File: src/rtl/mem_access_stage.sv
// Pipeline MEM stage: runs word loads/stores against a variable-latency data
// memory over a req/ack handshake. It stalls upstream while an access is in
// flight, selects the write-back value, and registers results into MEM/WB.
// It also flags misaligned accesses and bus timeouts as one-cycle exception pulses.
module mem_access_stage #(
  parameter int TIMEOUT_CYCLES = 255
) (
  input  logic        clk,
  input  logic        reset,
  input  logic [31:0] in_pc,
  input  logic [31:0] in_alu_out,
  input  logic [31:0] in_write_data,
  input  logic [4:0]  in_write_reg,
  input  logic        in_mem_read,
  input  logic        in_mem_write,
  input  logic [1:0]  in_mem_to_reg,
  input  logic        in_reg_write,
  output logic        mem_stall,
  output logic        dmem_req,
  output logic        dmem_we,
  output logic [31:0] dmem_addr,
  output logic [31:0] dmem_wdata,
  input  logic        dmem_ack,
  input  logic [31:0] dmem_rdata,
  output logic [31:0] wb_data,
  output logic [4:0]  wb_write_reg,
  output logic        wb_reg_write,
  output logic [31:0] wb_pc,
  output logic        mem_exc,
  output logic [1:0]  mem_exc_code
);

  // Counter only needs to reach TIMEOUT_CYCLES-1.
  localparam int CW = (TIMEOUT_CYCLES > 1) ? $clog2(TIMEOUT_CYCLES) : 1;
  localparam logic [CW-1:0] CNT_LIMIT = CW'(TIMEOUT_CYCLES - 1);

  localparam logic [1:0] EXC_NONE    = 2'b00;
  localparam logic [1:0] EXC_LD_MIS  = 2'b01;
  localparam logic [1:0] EXC_ST_MIS  = 2'b10;
  localparam logic [1:0] EXC_TIMEOUT = 2'b11;

  typedef enum logic [1:0] {ST_IDLE, ST_WAIT, ST_DONE} state_t;

  state_t         state_q, state_d;
  logic [CW-1:0]  cnt_q, cnt_d;
  logic           req_q, req_d;
  logic           we_q, we_d;
  logic [31:0]    addr_q, addr_d;
  logic [31:0]    wdata_q, wdata_d;
  logic [31:0]    rdata_q, rdata_d;
  logic           tmo_q, tmo_d;
  logic [31:0]    wb_data_q, wb_data_d;
  logic [4:0]     wb_rd_q, wb_rd_d;
  logic           wb_rw_q, wb_rw_d;
  logic [31:0]    wb_pc_q, wb_pc_d;
  logic           exc_q, exc_d;
  logic [1:0]     exc_code_q, exc_code_d;

  logic           mem_op;
  logic           aligned;
  logic [31:0]    sel_data;

  assign mem_op  = in_mem_read | in_mem_write;
  assign aligned = (in_alu_out[1:0] == 2'b00);

  // Write-back source select; 01 uses the data captured from the last ack.
  always_comb begin
    sel_data = in_alu_out;
    case (in_mem_to_reg)
      2'b01:   sel_data = rdata_q;
      2'b10:   sel_data = in_pc;
      default: sel_data = in_alu_out;
    endcase
  end

  // State and datapath registers; reset also abandons any in-flight access.
  always_ff @(posedge clk or posedge reset) begin
    if (reset) begin
      state_q    <= ST_IDLE;
      cnt_q      <= '0;
      req_q      <= 1'b0;
      we_q       <= 1'b0;
      addr_q     <= '0;
      wdata_q    <= '0;
      rdata_q    <= '0;
      tmo_q      <= 1'b0;
      wb_data_q  <= '0;
      wb_rd_q    <= '0;
      wb_rw_q    <= 1'b0;
      wb_pc_q    <= '0;
      exc_q      <= 1'b0;
      exc_code_q <= EXC_NONE;
    end else begin
      state_q    <= state_d;
      cnt_q      <= cnt_d;
      req_q      <= req_d;
      we_q       <= we_d;
      addr_q     <= addr_d;
      wdata_q    <= wdata_d;
      rdata_q    <= rdata_d;
      tmo_q      <= tmo_d;
      wb_data_q  <= wb_data_d;
      wb_rd_q    <= wb_rd_d;
      wb_rw_q    <= wb_rw_d;
      wb_pc_q    <= wb_pc_d;
      exc_q      <= exc_d;
      exc_code_q <= exc_code_d;
    end
  end

  // Next-state logic; an ack on the limit cycle takes priority over timeout.
  always_comb begin
    state_d = state_q;
    case (state_q)
      ST_IDLE: if (mem_op && aligned) state_d = ST_WAIT;
      ST_WAIT: if (dmem_ack || (cnt_q == CNT_LIMIT)) state_d = ST_DONE;
      ST_DONE: state_d = ST_IDLE;
      default: state_d = ST_IDLE;
    endcase
  end

  // Output/datapath next values; MEM/WB sees a bubble unless explicitly loaded.
  always_comb begin
    mem_stall  = (state_q == ST_WAIT) || ((state_q == ST_IDLE) && mem_op && aligned);
    cnt_d      = cnt_q;
    req_d      = req_q;
    we_d       = we_q;
    addr_d     = addr_q;
    wdata_d    = wdata_q;
    rdata_d    = rdata_q;
    tmo_d      = tmo_q;
    wb_data_d  = wb_data_q;
    wb_rd_d    = wb_rd_q;
    wb_pc_d    = wb_pc_q;
    wb_rw_d    = 1'b0;
    exc_d      = 1'b0;
    exc_code_d = EXC_NONE;
    case (state_q)
      ST_IDLE: begin
        if (!mem_op) begin
          wb_data_d = sel_data;
          wb_rd_d   = in_write_reg;
          wb_pc_d   = in_pc;
          wb_rw_d   = in_reg_write;
        end else if (!aligned) begin
          wb_data_d  = sel_data;
          wb_rd_d    = in_write_reg;
          wb_pc_d    = in_pc;
          exc_d      = 1'b1;
          exc_code_d = in_mem_read ? EXC_LD_MIS : EXC_ST_MIS;
        end else begin
          // Read wins when both read and write are asserted.
          addr_d  = in_alu_out;
          wdata_d = in_write_data;
          we_d    = in_mem_write & ~in_mem_read;
          req_d   = 1'b1;
          cnt_d   = '0;
          tmo_d   = 1'b0;
        end
      end
      ST_WAIT: begin
        if (dmem_ack) begin
          rdata_d = dmem_rdata;
          req_d   = 1'b0;
        end else if (cnt_q == CNT_LIMIT) begin
          req_d = 1'b0;
          tmo_d = 1'b1;
        end else begin
          cnt_d = cnt_q + 1'b1;
        end
      end
      ST_DONE: begin
        wb_data_d  = sel_data;
        wb_rd_d    = in_write_reg;
        wb_pc_d    = in_pc;
        wb_rw_d    = in_reg_write & ~tmo_q;
        exc_d      = tmo_q;
        exc_code_d = tmo_q ? EXC_TIMEOUT : EXC_NONE;
        tmo_d      = 1'b0;
      end
      default: ;
    endcase
  end

  assign dmem_req     = req_q;
  assign dmem_we      = we_q;
  assign dmem_addr    = addr_q;
  assign dmem_wdata   = wdata_q;
  assign wb_data      = wb_data_q;
  assign wb_write_reg = wb_rd_q;
  assign wb_reg_write = wb_rw_q;
  assign wb_pc        = wb_pc_q;
  assign mem_exc      = exc_q;
  assign mem_exc_code = exc_code_q;

endmodule

File: config.mk
export PLATFORM = sky130hd
export DESIGN_NAME = mem_access_stage
export DESIGN_NICKNAME = d
export VERILOG_FILES = /design/src/rtl/mem_access_stage.sv
export SDC_FILE = /design/constraint.sdc
export NUM_CORES = 1
export LEC_CHECK = 0
export CORE_ASPECT_RATIO = 0.7
export CORE_UTILIZATION = 40
export DETAILED_ROUTE_END_ITERATION = 10
export GPL_TIMING_DRIVEN = 0
export PLACE_DENSITY = 0.82
export SLEW_MARGIN = 20
export SYNTH_ARGS = -nofsm -noshare
export SYNTH_HDL_FRONTEND = slang
export SYNTH_SLANG_ARGS = --single-unit
File: constraint.sdc
create_clock -name clk -period 5.36 [get_ports clk]
set_clock_uncertainty 0.1 [all_clocks]
set_input_delay 0.536 -clock clk [delete_from_list [all_inputs] [get_ports clk]]
set_output_delay 0.536 -clock clk [all_outputs]
set_load 0.02 [all_outputs]
==> impl_metrics.json, run 1 <==
{
  "status": "finished clean",
  "synth_nets": 858,
  "antenna_found_initial": 0,
  "synth_top_cell_area_share_pct": 59.6,
  "async_reset_ff_share_pct": 100,
  "numClockSinks": 182,
  "synthCells": 713,
  "ys_seq_area_share_pct": 59.6,
  "required_ns": 4.72,
  "synth_common_cells": "nand2_1, dfrtp_1, a21oi_1",
  "hold_buffers": 0,
  "crit_arrival_ns": 3.18,
  "place_ws_ns": 1.46,
  "endpoint_kind": "output port",
  "crit_type": "primary input to output port",
  "drive_gt1_share_pct": 12.4,
  "htree_levels": 4,
  "period_share_pct": 71.1,
  "hp-class": "primary input to asynchronous set/reset pin",
  "grt_max_degree": 33,
  "post-cts-setup-buffers": 0,
  "synth_area_leaders": "dfrtp_1, nand2_1, mux2_4, mux2_2, a22oi_1",
  "clk_pin_slew_worst_paths_ns": 0.07,
  "dieArea_um2": 19700,
  "route.detailed.drc": 0,
  "yosys_most_used_dff": "dfrtp_1",
  "maxCapViolCount": 0,
  "period_needed_ns": 3.81,
  "antenna_cells": 0,
  "ioPinCount": 281,
  "multi_input_area_um2": 2850,
  "grt_pass1_wl_mm": 38.1,
  "vias": 6495,
  "die_w_um": 167,
  "cts-buffers-inserted": 17,
  "path_max_fanout": 10,
  "ys_warn_count": 0,
  "cts-root-buf": "clkbuf_16",
  "netSwitchingPower_w": 0.00165,
  "r2r_end": "dmem_addr[10]",
  "final_util_pct": 62.6,
  "p_int_w": 0.00345,
  "synth_top_area_cell": "dfrtp_1",
  "firstDrtPassIters": 5,
  "grt_pass1_vias": 6719,
  "postSynthAreaPerCell_um2": 10.7,
  "reg2reg_from": "state_q[1]",
  "final_antenna_net_count": 0,
  "p_total_w": 0.00510,
  "ir_drop_uv": 226,
  "worstMarginPinSlew_ns": 0.681,
  "finalHoldViolations": 0,
  "combPwrFrac_pct": 34.3,
  "cts_tree": "built",
  "rsz0062_at_grt": "false",
  "yosysMostFrequentCell": "nand2_1",
  "drtIter0Drc": 443,
  "clock_latency_ns": 0.42,
  "slew_headroom_pct": 54.6,
  "syn_to_final_growth_pct": 50.5,
  "fp-row-count": 41,
  "startpoint_type": "primary input",
  "fin_ws_ns": 1.55,
  "die_h_um": 118,
  "p_leak_nw": 5.15,
  "setup_viol": 0,
  "grtUsageTotal_pct": 25.2,
  "drt_wl_total_mm": 24.0,
  "powerDensity_nw_per_um2": 444,
  "core_area_um2": 18400,
  "dp.cells": 1235,
  "tns_ns": 0,
  "r2r_cells": 6,
  "port_buffers": 280,
  "hpwl_mm": 17.9,
  "fillers": 1485,
  "seqPwrFrac_pct": 39.1,
  "initial_core_util_pct": 41.6,
  "synth_edf_count": 0,
  "cts_buffer_depth": 2,
  "grt_overflow_total": 0,
  "avgRoutedWirePerCell_um": 19.0,
  "slew_violations": 0,
  "timing.fmax_ghz": 0.262,
  "final_nets": 1163,
  "place_congestion": 0.818,
  "p_clk_share_pct": 26.6,
  "vias_per_cell": 5.13,
  "ys_ff_latch": 182,
  "synth_area_um2": 7640,
  "seq_area_um2": 4550,
  "cts-resized-gates": 0,
  "ys_types": 35,
  "instances_no_fill": 1267,
  "switching_share_pct": 32.4,
  "ff2ff_setup_slack_ns": 3.34
}
worst max-delay path by stage:
stage,from,endpoint,slack [ns],cells after the start
6_report,in_alu_out[1],mem_stall,1.55,6
5_1_grt,in_alu_out[1],mem_stall,1.35,6
4_1_cts,in_alu_out[1],mem_stall,1.46,6
3_5_place_dp,in_alu_out[1],mem_stall,1.46,6
3_3_place_gp,reset,wb_data[13],0.86,2
2_1_floorplan,reset,cnt_q[0],2.39,1
layer usage:
layer	wire length [um]	share of wire [%]	GRT usage, %	vias to the layer above
met1	10600	44	33.6	3226
li1	-	-	-	2991
met2	11400	47	40.4	260
met5	0	0	0	-
met4	270	1.1	6.48	0
met3	1770	7.4	7.09	18
power by group through the flow:
stage	sequential, W	clock, W	combinational [W]
4_1_cts	0.00199	0.00138	0.00176
6_report	0.00200	0.00136	0.00175
2_1_floorplan	0.00231	0	0.000570
5_1_grt	0.00204	0.00144	0.00187
3_3_place_gp	0.00200	0	0.00171
3_5_place_dp	0.00201	0	0.00176
final cells by class:
cell class	count	area share, %
Tap cell	236	2.57
Sequential cell	182	39.6
Clock inverter	12	1.64
Multi-Input combinational cell	482	24.8
Clock buffer	20	3.88
Buffer	44	1.93
Inverter	5	0.196
Timing Repair Buffer	286	25.4
placed cells by master, fill, tap and decap left out, types with 26 or more instances in the layout:
master / instances
nand2_1: 228
mux2_2: 34
o21ai_0: 37
a21oi_1: 39
mux2_4: 36
clkdlybuf4s50_1: 280
dfrtp_1: 182
nor2_1: 37
a22oi_1: 32
clkbuf_1: 26
per-stage QoR:
stage | hold WS [ns] | instance area (um^2)
floorplan | 0.380 | 7640
global placement | 0.357 | 10700
detailed placement | 0.361 | 10900
CTS | 0.308 | 11500
global route | 0.318 | 11500
finish | 0.320 | 11500
worst max-delay path, cell delays in order:
cell and delay, ns:
clkdlybuf4s50_1 0.44, nor2_1 0.44, nand3_1 0.53, clkbuf_1 0.42, nand2_1 0.17, clkdlybuf4s50_1 0.63
logic make-up after synthesis:
logic type | after synthesis | synth area share, %
compound gates | 118 | 9.14
mux | 72 | 12.3
buf+inv | 49 | 3.14
simple gates | 288 | 15.1
flops | 182 | 59.6
fa+ha+maj | 4 | 0.655
No activity file was read; power rests on OpenSTA's default activity.
==> run 2, diff against run 1 <==
==> constraint.sdc (replaced) <==
create_clock -name clk -period 3.42 [get_ports clk]
set_clock_uncertainty 0.1 [all_clocks]
set_input_delay 0.342 -clock clk [delete_from_list [all_inputs] [get_ports clk]]
set_output_delay 0.342 -clock clk [all_outputs]
set_load 0.02 [all_outputs]
==> run 2 against run 1 <==
Against the previous run:
- worst hold slack lost 0.19 ns
- register-to-register slack worse by 2.0 ns
- cell area is essentially flat
- cell count did not move
- power grew 57%
- highest routed layer unchanged
==> impl_metrics.json, run 2 (synthesis gave the netlist of run 1 again) <==
{
  "post-cts-setup-buffers": 0,
  "required_ns": 2.98,
  "dp.cells": 1235,
  "rsz0062_at_grt": "false",
  "syn_to_final_growth_pct": 50.6,
  "path_max_fanout": 10,
  "maxCapViolCount": 0,
  "worst_hold_slack_ns": 0.127,
  "cts_buffer_depth": 2,
  "crit_arrival_ns": 2.65,
  "startpoint": "in_mem_write",
  "cts-root-buf": "clkbuf_16",
  "slew_violations": 0,
  "final_nets": 1163,
  "period_needed_ns": 3.09,
  "r2r_end": "wb_data[8]",
  "ioPinCount": 281,
  "place_area_um2": 10900,
  "clock_latency_ns": 0.42,
  "grt_pass1_wl_mm": 38.1,
  "hp-class": "primary input to asynchronous set/reset pin",
  "firstDrtPassIters": 5,
  "layout_common_cells": "clkdlybuf4s50_1, nand2_1, dfrtp_1",
  "crit_type": "primary input to output port",
  "reg2reg_from": "state_q[1]",
  "port_buffers": 280,
  "setup_viol": 0,
  "drt_wl_total_mm": 24.1,
  "instances_no_fill": 1267,
  "vias": 6514,
  "numClockSinks": 182,
  "p_total_w": 0.00800,
  "finalHoldViolations": 0,
  "antenna_found_initial": 0,
  "slew_headroom_pct": 54.5,
  "vias_per_cell": 5.14,
  "final_common_cell": "clkdlybuf4s50_1",
  "route.detailed.drc": 0,
  "design_area_um2": 11500,
  "initial_core_util_pct": 41.6,
  "endpoint": "mem_stall",
  "period_share_pct": 90.4,
  "die_h_um": 118,
  "ff2ff_setup_slack_ns": 1.39,
  "cts_tree": "built",
  "core_area_um2": 18400,
  "ir_drop_uv": 354,
  "worstMarginPinSlew_ns": 0.682,
  "grt_pass1_vias": 6719,
  "r2r_cells": 6,
  "place_congestion": 0.818,
  "cts-buffers-inserted": 17,
  "final_util_pct": 62.7,
  "htree_levels": 4,
  "endpoint_kind": "output port",
  "die_w_um": 167,
  "powerDensity_nw_per_um2": 695,
  "clk_pin_slew_worst_paths_ns": 0.07,
  "antenna_cells": 0,
  "p_leak_nw": 5.16,
  "grt_overflow_total": 0,
  "grtUsageTotal_pct": 25.2,
  "dieArea_um2": 19700,
  "drive_gt1_share_pct": 12.6,
  "hpwl_mm": 17.9,
  "startpoint_type": "primary input",
  "drtIter0Drc": 427,
  "grt_max_degree": 33,
  "avgRoutedWirePerCell_um": 19.0,
  "status": "finished clean",
  "fp-row-count": 41,
  "timing.fmax_ghz": 0.323,
  "final_antenna_net_count": 0
}
run 2: cell count changes in the layout (fill, tap and decap cells not counted):
cell	before	now
nor2_2	0	1
nand3_2	0	1
nor2_1	37	36
nand3_1	5	4
run 2: area by class of cell:
type                            instances  area [um^2]
Clock inverter                         12          189
Timing Repair Buffer                  286         2920
Fill cell                            1486         6860
Inverter                                5         22.5
Multi-Input combinational cell        482         2850
Sequential cell                       182         4550
Buffer                                 44          221
Clock buffer                           20          447
Tap cell                              236          295
run 2: critical path: stages:
cell and delay (ns):
clkdlybuf4s50_1 0.44, or2_1 0.22, clkbuf_1 0.16, nand3_2 0.25, clkbuf_1 0.50, nand2_1 0.15
clkdlybuf4s50_1 0.59
run 2: worst min-delay path by stage:
stage	slack [ns]	cells after the start	from	endpoint
final	0.13	2	reset	wb_pc[24]
after global routing	0.12	2	reset	rdata_q[27]
after CTS	0.11	2	reset	rdata_q[25]
after detailed placement	0.36	2	dmem_addr[5]	dmem_addr[5]
after global placement	0.36	2	dmem_addr[24]	dmem_addr[24]
after floorplan	0.34	1	dmem_ack	tmo_q
run 2: report_power, final:
group          leakage [nW]  switching, W  internal, W  total, W
sequential             2.24      0.000356      0.00277   0.00313
combinational          2.61       0.00137      0.00137   0.00274
clock                 0.300      0.000868      0.00126   0.00213
total                  5.16       0.00259      0.00540   0.00800
run 2: stage by stage:
| stage | setup TNS [ns] | setup slack, ns |
|---|---|---|
| global route | 0 | 0.172 |
| global placement | -157.00 | -0.885 |
| finish | 0 | 0.328 |
| detailed placement | -0.0917 | -0.0917 |
| CTS | 0 | 0.0686 |
| floorplan | 0 | 0.641 |
run 2: layer usage:
layer / track usage (%) / up-vias / share of wire, %
met5: 0 / - / 0
met3: 7.09 / 16 / 7.3
met2: 40.4 / 262 / 47
met4: 6.48 / 0 / 0.99
met1: 33.6 / 3244 / 44
li1: - / 2992 / -
run 2: repair_timing:
action | CTS | global route
hold buffers | 0 | 0
resized for setup | 1 | 1
endpoints found under the setup margin | 1 | 1
==> run 3, diff against run 2 <==
--- a/config.mk
+++ b/config.mk
@@ -6,10 +6,11 @@
 export NUM_CORES = 1
 export LEC_CHECK = 0
 export CORE_ASPECT_RATIO = 0.7
-export CORE_UTILIZATION = 40
+export CORE_UTILIZATION = 42
+export CTS_BUF_LIST = sky130_fd_sc_hd__clkbuf_4 sky130_fd_sc_hd__clkbuf_8
 export DETAILED_ROUTE_END_ITERATION = 10
 export GPL_TIMING_DRIVEN = 0
-export PLACE_DENSITY = 0.82
+export PLACE_DENSITY = 0.85
 export SLEW_MARGIN = 20
 export SYNTH_ARGS = -nofsm -noshare
 export SYNTH_HDL_FRONTEND = slang
==> run 3 against run 2 <==
Against the previous run:
- setup slack got worse by 0.12 ns
- highest routed layer unchanged
- largest cell class unchanged
- via count fell by 0.17%
- cell count fell by 0.47%
==> impl_metrics.json, run 3 (synthesis gave the netlist of run 1 again) <==
{
  "status": "finished clean",
  "reg2reg_from": "state_q[1]",
  "cts-buffers-inserted": 17,
  "hpwl_mm": 18.0,
  "fillers": 1370,
  "port_buffers": 280,
  "antenna_found_initial": 0,
  "seqPwrFrac_pct": 42.4,
  "combPwrFrac_pct": 37.3,
  "drtIter0Drc": 535,
  "tns_ns": 0,
  "seq_area_um2": 4550,
  "drt_wl_total_mm": 23.8,
  "route.detailed.drc": 0,
  "finalHoldViolations": 0,
  "fp-row-count": 40,
  "met2WireLength_mm": 11.2,
  "startpoint_type": "primary input",
  "period_share_pct": 93.9,
  "crit_family": "buffers and inverters",
  "grt_max_degree": 35,
  "grtUsageTotal_pct": 26.2,
  "setup_viol": 0,
  "syn_to_final_growth_pct": 47.5,
  "maxCapViolCount": 0,
  "ioPinCount": 281,
  "cts_buffer_depth": 2,
  "endpoint_kind": "output port",
  "cts_tree": "built",
  "p_int_w": 0.00483,
  "top_layer": "met4",
  "grt_overflow_total": 0,
  "slowest_stage": "clkdlybuf4s50_1",
  "grt_pass1_vias": 6964,
  "p_clk_share_pct": 20.3,
  "vias": 6503,
  "place_congestion": 0.900,
  "worstMarginPinSlew_ns": 0.709,
  "switching_share_pct": 34.4,
  "worst_hold_slack_ns": 0.162,
  "cp_cell_sequence": "clkdlybuf4s50_1 > nor2_1 > nand3_2 > clkbuf_1 > nand2_1 > clkdlybuf4s50_1",
  "wl_met1_mm": 9.95,
  "hp-class": "primary input to asynchronous set/reset pin",
  "dr_wl_met3_mm": 1.97,
  "powerDensity_nw_per_um2": 653,
  "final_common_cell": "clkdlybuf4s50_1",
  "required_ns": 2.98,
  "crit_arrival_ns": 2.77,
  "grt_pass1_wl_mm": 36.9,
  "startpoint": "in_alu_out[1]",
  "rsz0062_at_grt": "false",
  "drive_gt1_share_pct": 12.6,
  "path_max_fanout": 10,
  "period_needed_ns": 3.21,
  "numClockSinks": 182,
  "path_common_cell": "clkdlybuf4s50_1",
  "initial_core_util_pct": 43.7,
  "final_util_pct": 64.5,
  "htree_levels": 4,
  "slew_violations": 0,
  "netSwitchingPower_w": 0.00253,
  "p_leak_nw": 5.06,
  "die_h_um": 115,
  "cts-root-buf": "clkbuf_8",
  "antenna_cells": 0,
  "firstDrtPassIters": 5,
  "vias_per_cell": 5.16,
  "final_antenna_net_count": 0,
  "clk_pin_slew_worst_paths_ns": 0.10,
  "fin_ws_ns": 0.210,
  "ir_drop_uv": 355,
  "final_nets": 1163,
  "layout_common_cells": "clkdlybuf4s50_1, nand2_1, dfrtp_1",
  "core_area_um2": 17500,
  "clock_latency_ns": 0.46,
  "die_w_um": 163,
  "multi_input_area_um2": 2850,
  "crit_type": "primary input to output port",
  "dieArea_um2": 18700,
  "slew_headroom_pct": 52.7,
  "timing.fmax_ghz": 0.312,
  "cpPeakStageDelay_ns": 0.62,
  "place_ws_ns": 0.0553,
  "avgRoutedWirePerCell_um": 18.9,
  "cp_num_buf_inv": 3
}
-- run 3: cell count changes in the layout (fill, tap and decap cells not counted), sizes merged --
cell	change
clkbuf	-1
bufinv	-2
clkinvlp	-3
clkinv	+5
-- run 3: per-stage QoR --
step | power (W) | instance area [um^2] | cells
2_1_floorplan | 0.00451 | 7640 | 713
3_3_place_gp | 0.00580 | 10700 | 1224
3_5_place_dp | 0.00591 | 10900 | 1230
4_1_cts | 0.00741 | 11300 | 1261
5_1_grt | 0.00775 | 11300 | 1261
6_report | 0.00736 | 11300 | 1261
-- run 3: path summary, 6_finish.rpt --
kind	end	slack, ns	cells after the start
setup / recovery	mem_stall	0.21	6
max in group asynchronous	wb_data[9]	2.08	5
hold / removal	dmem_addr[26]	0.16	2
hold reg to reg	wb_data[13]	0.38	2
min in group clk	dmem_wdata[3]	0.30	3
setup reg to reg	wb_data[4]	1.45	6
-- run 3: what timing repair did --
| action | in CTS | in global routing |
|---|---|---|
| buffers inserted | 0 | 0 |
| hold buffers | 0 | 0 |
| setup endpoints to repair | 0 | 1 |
| resized for setup | 0 | 1 |
-- run 3: power groups by stage --
stage | clock network [W] | logic (W) | registers (W)
after floorplan | 0 | 0.000893 | 0.00361
after CTS | 0.00152 | 0.00277 | 0.00312
after detailed placement | 0 | 0.00276 | 0.00315
after global routing | 0.00162 | 0.00294 | 0.00319
final | 0.00149 | 0.00275 | 0.00312
after global placement | 0 | 0.00268 | 0.00312
-- run 3: per-layer routing --
layer | track usage (%) | vias to the layer above
met2 | 42.6 | 287
met5 | 0 | -
li1 | - | 2995
met1 | 32.9 | 3170
met4 | 10.3 | 0
met3 | 7.90 | 51
-- run 3: cell type report --
class / count / share of cell area [%]
Inverter: 5 / 0.200
Clock buffer: 19 / 2.27
Timing Repair Buffer: 286 / 26.0
Buffer: 44 / 1.97
Clock inverter: 12 / 1.27
Tap cell: 231 / 2.57
Sequential cell: 182 / 40.4
Multi-Input combinational cell: 482 / 25.3
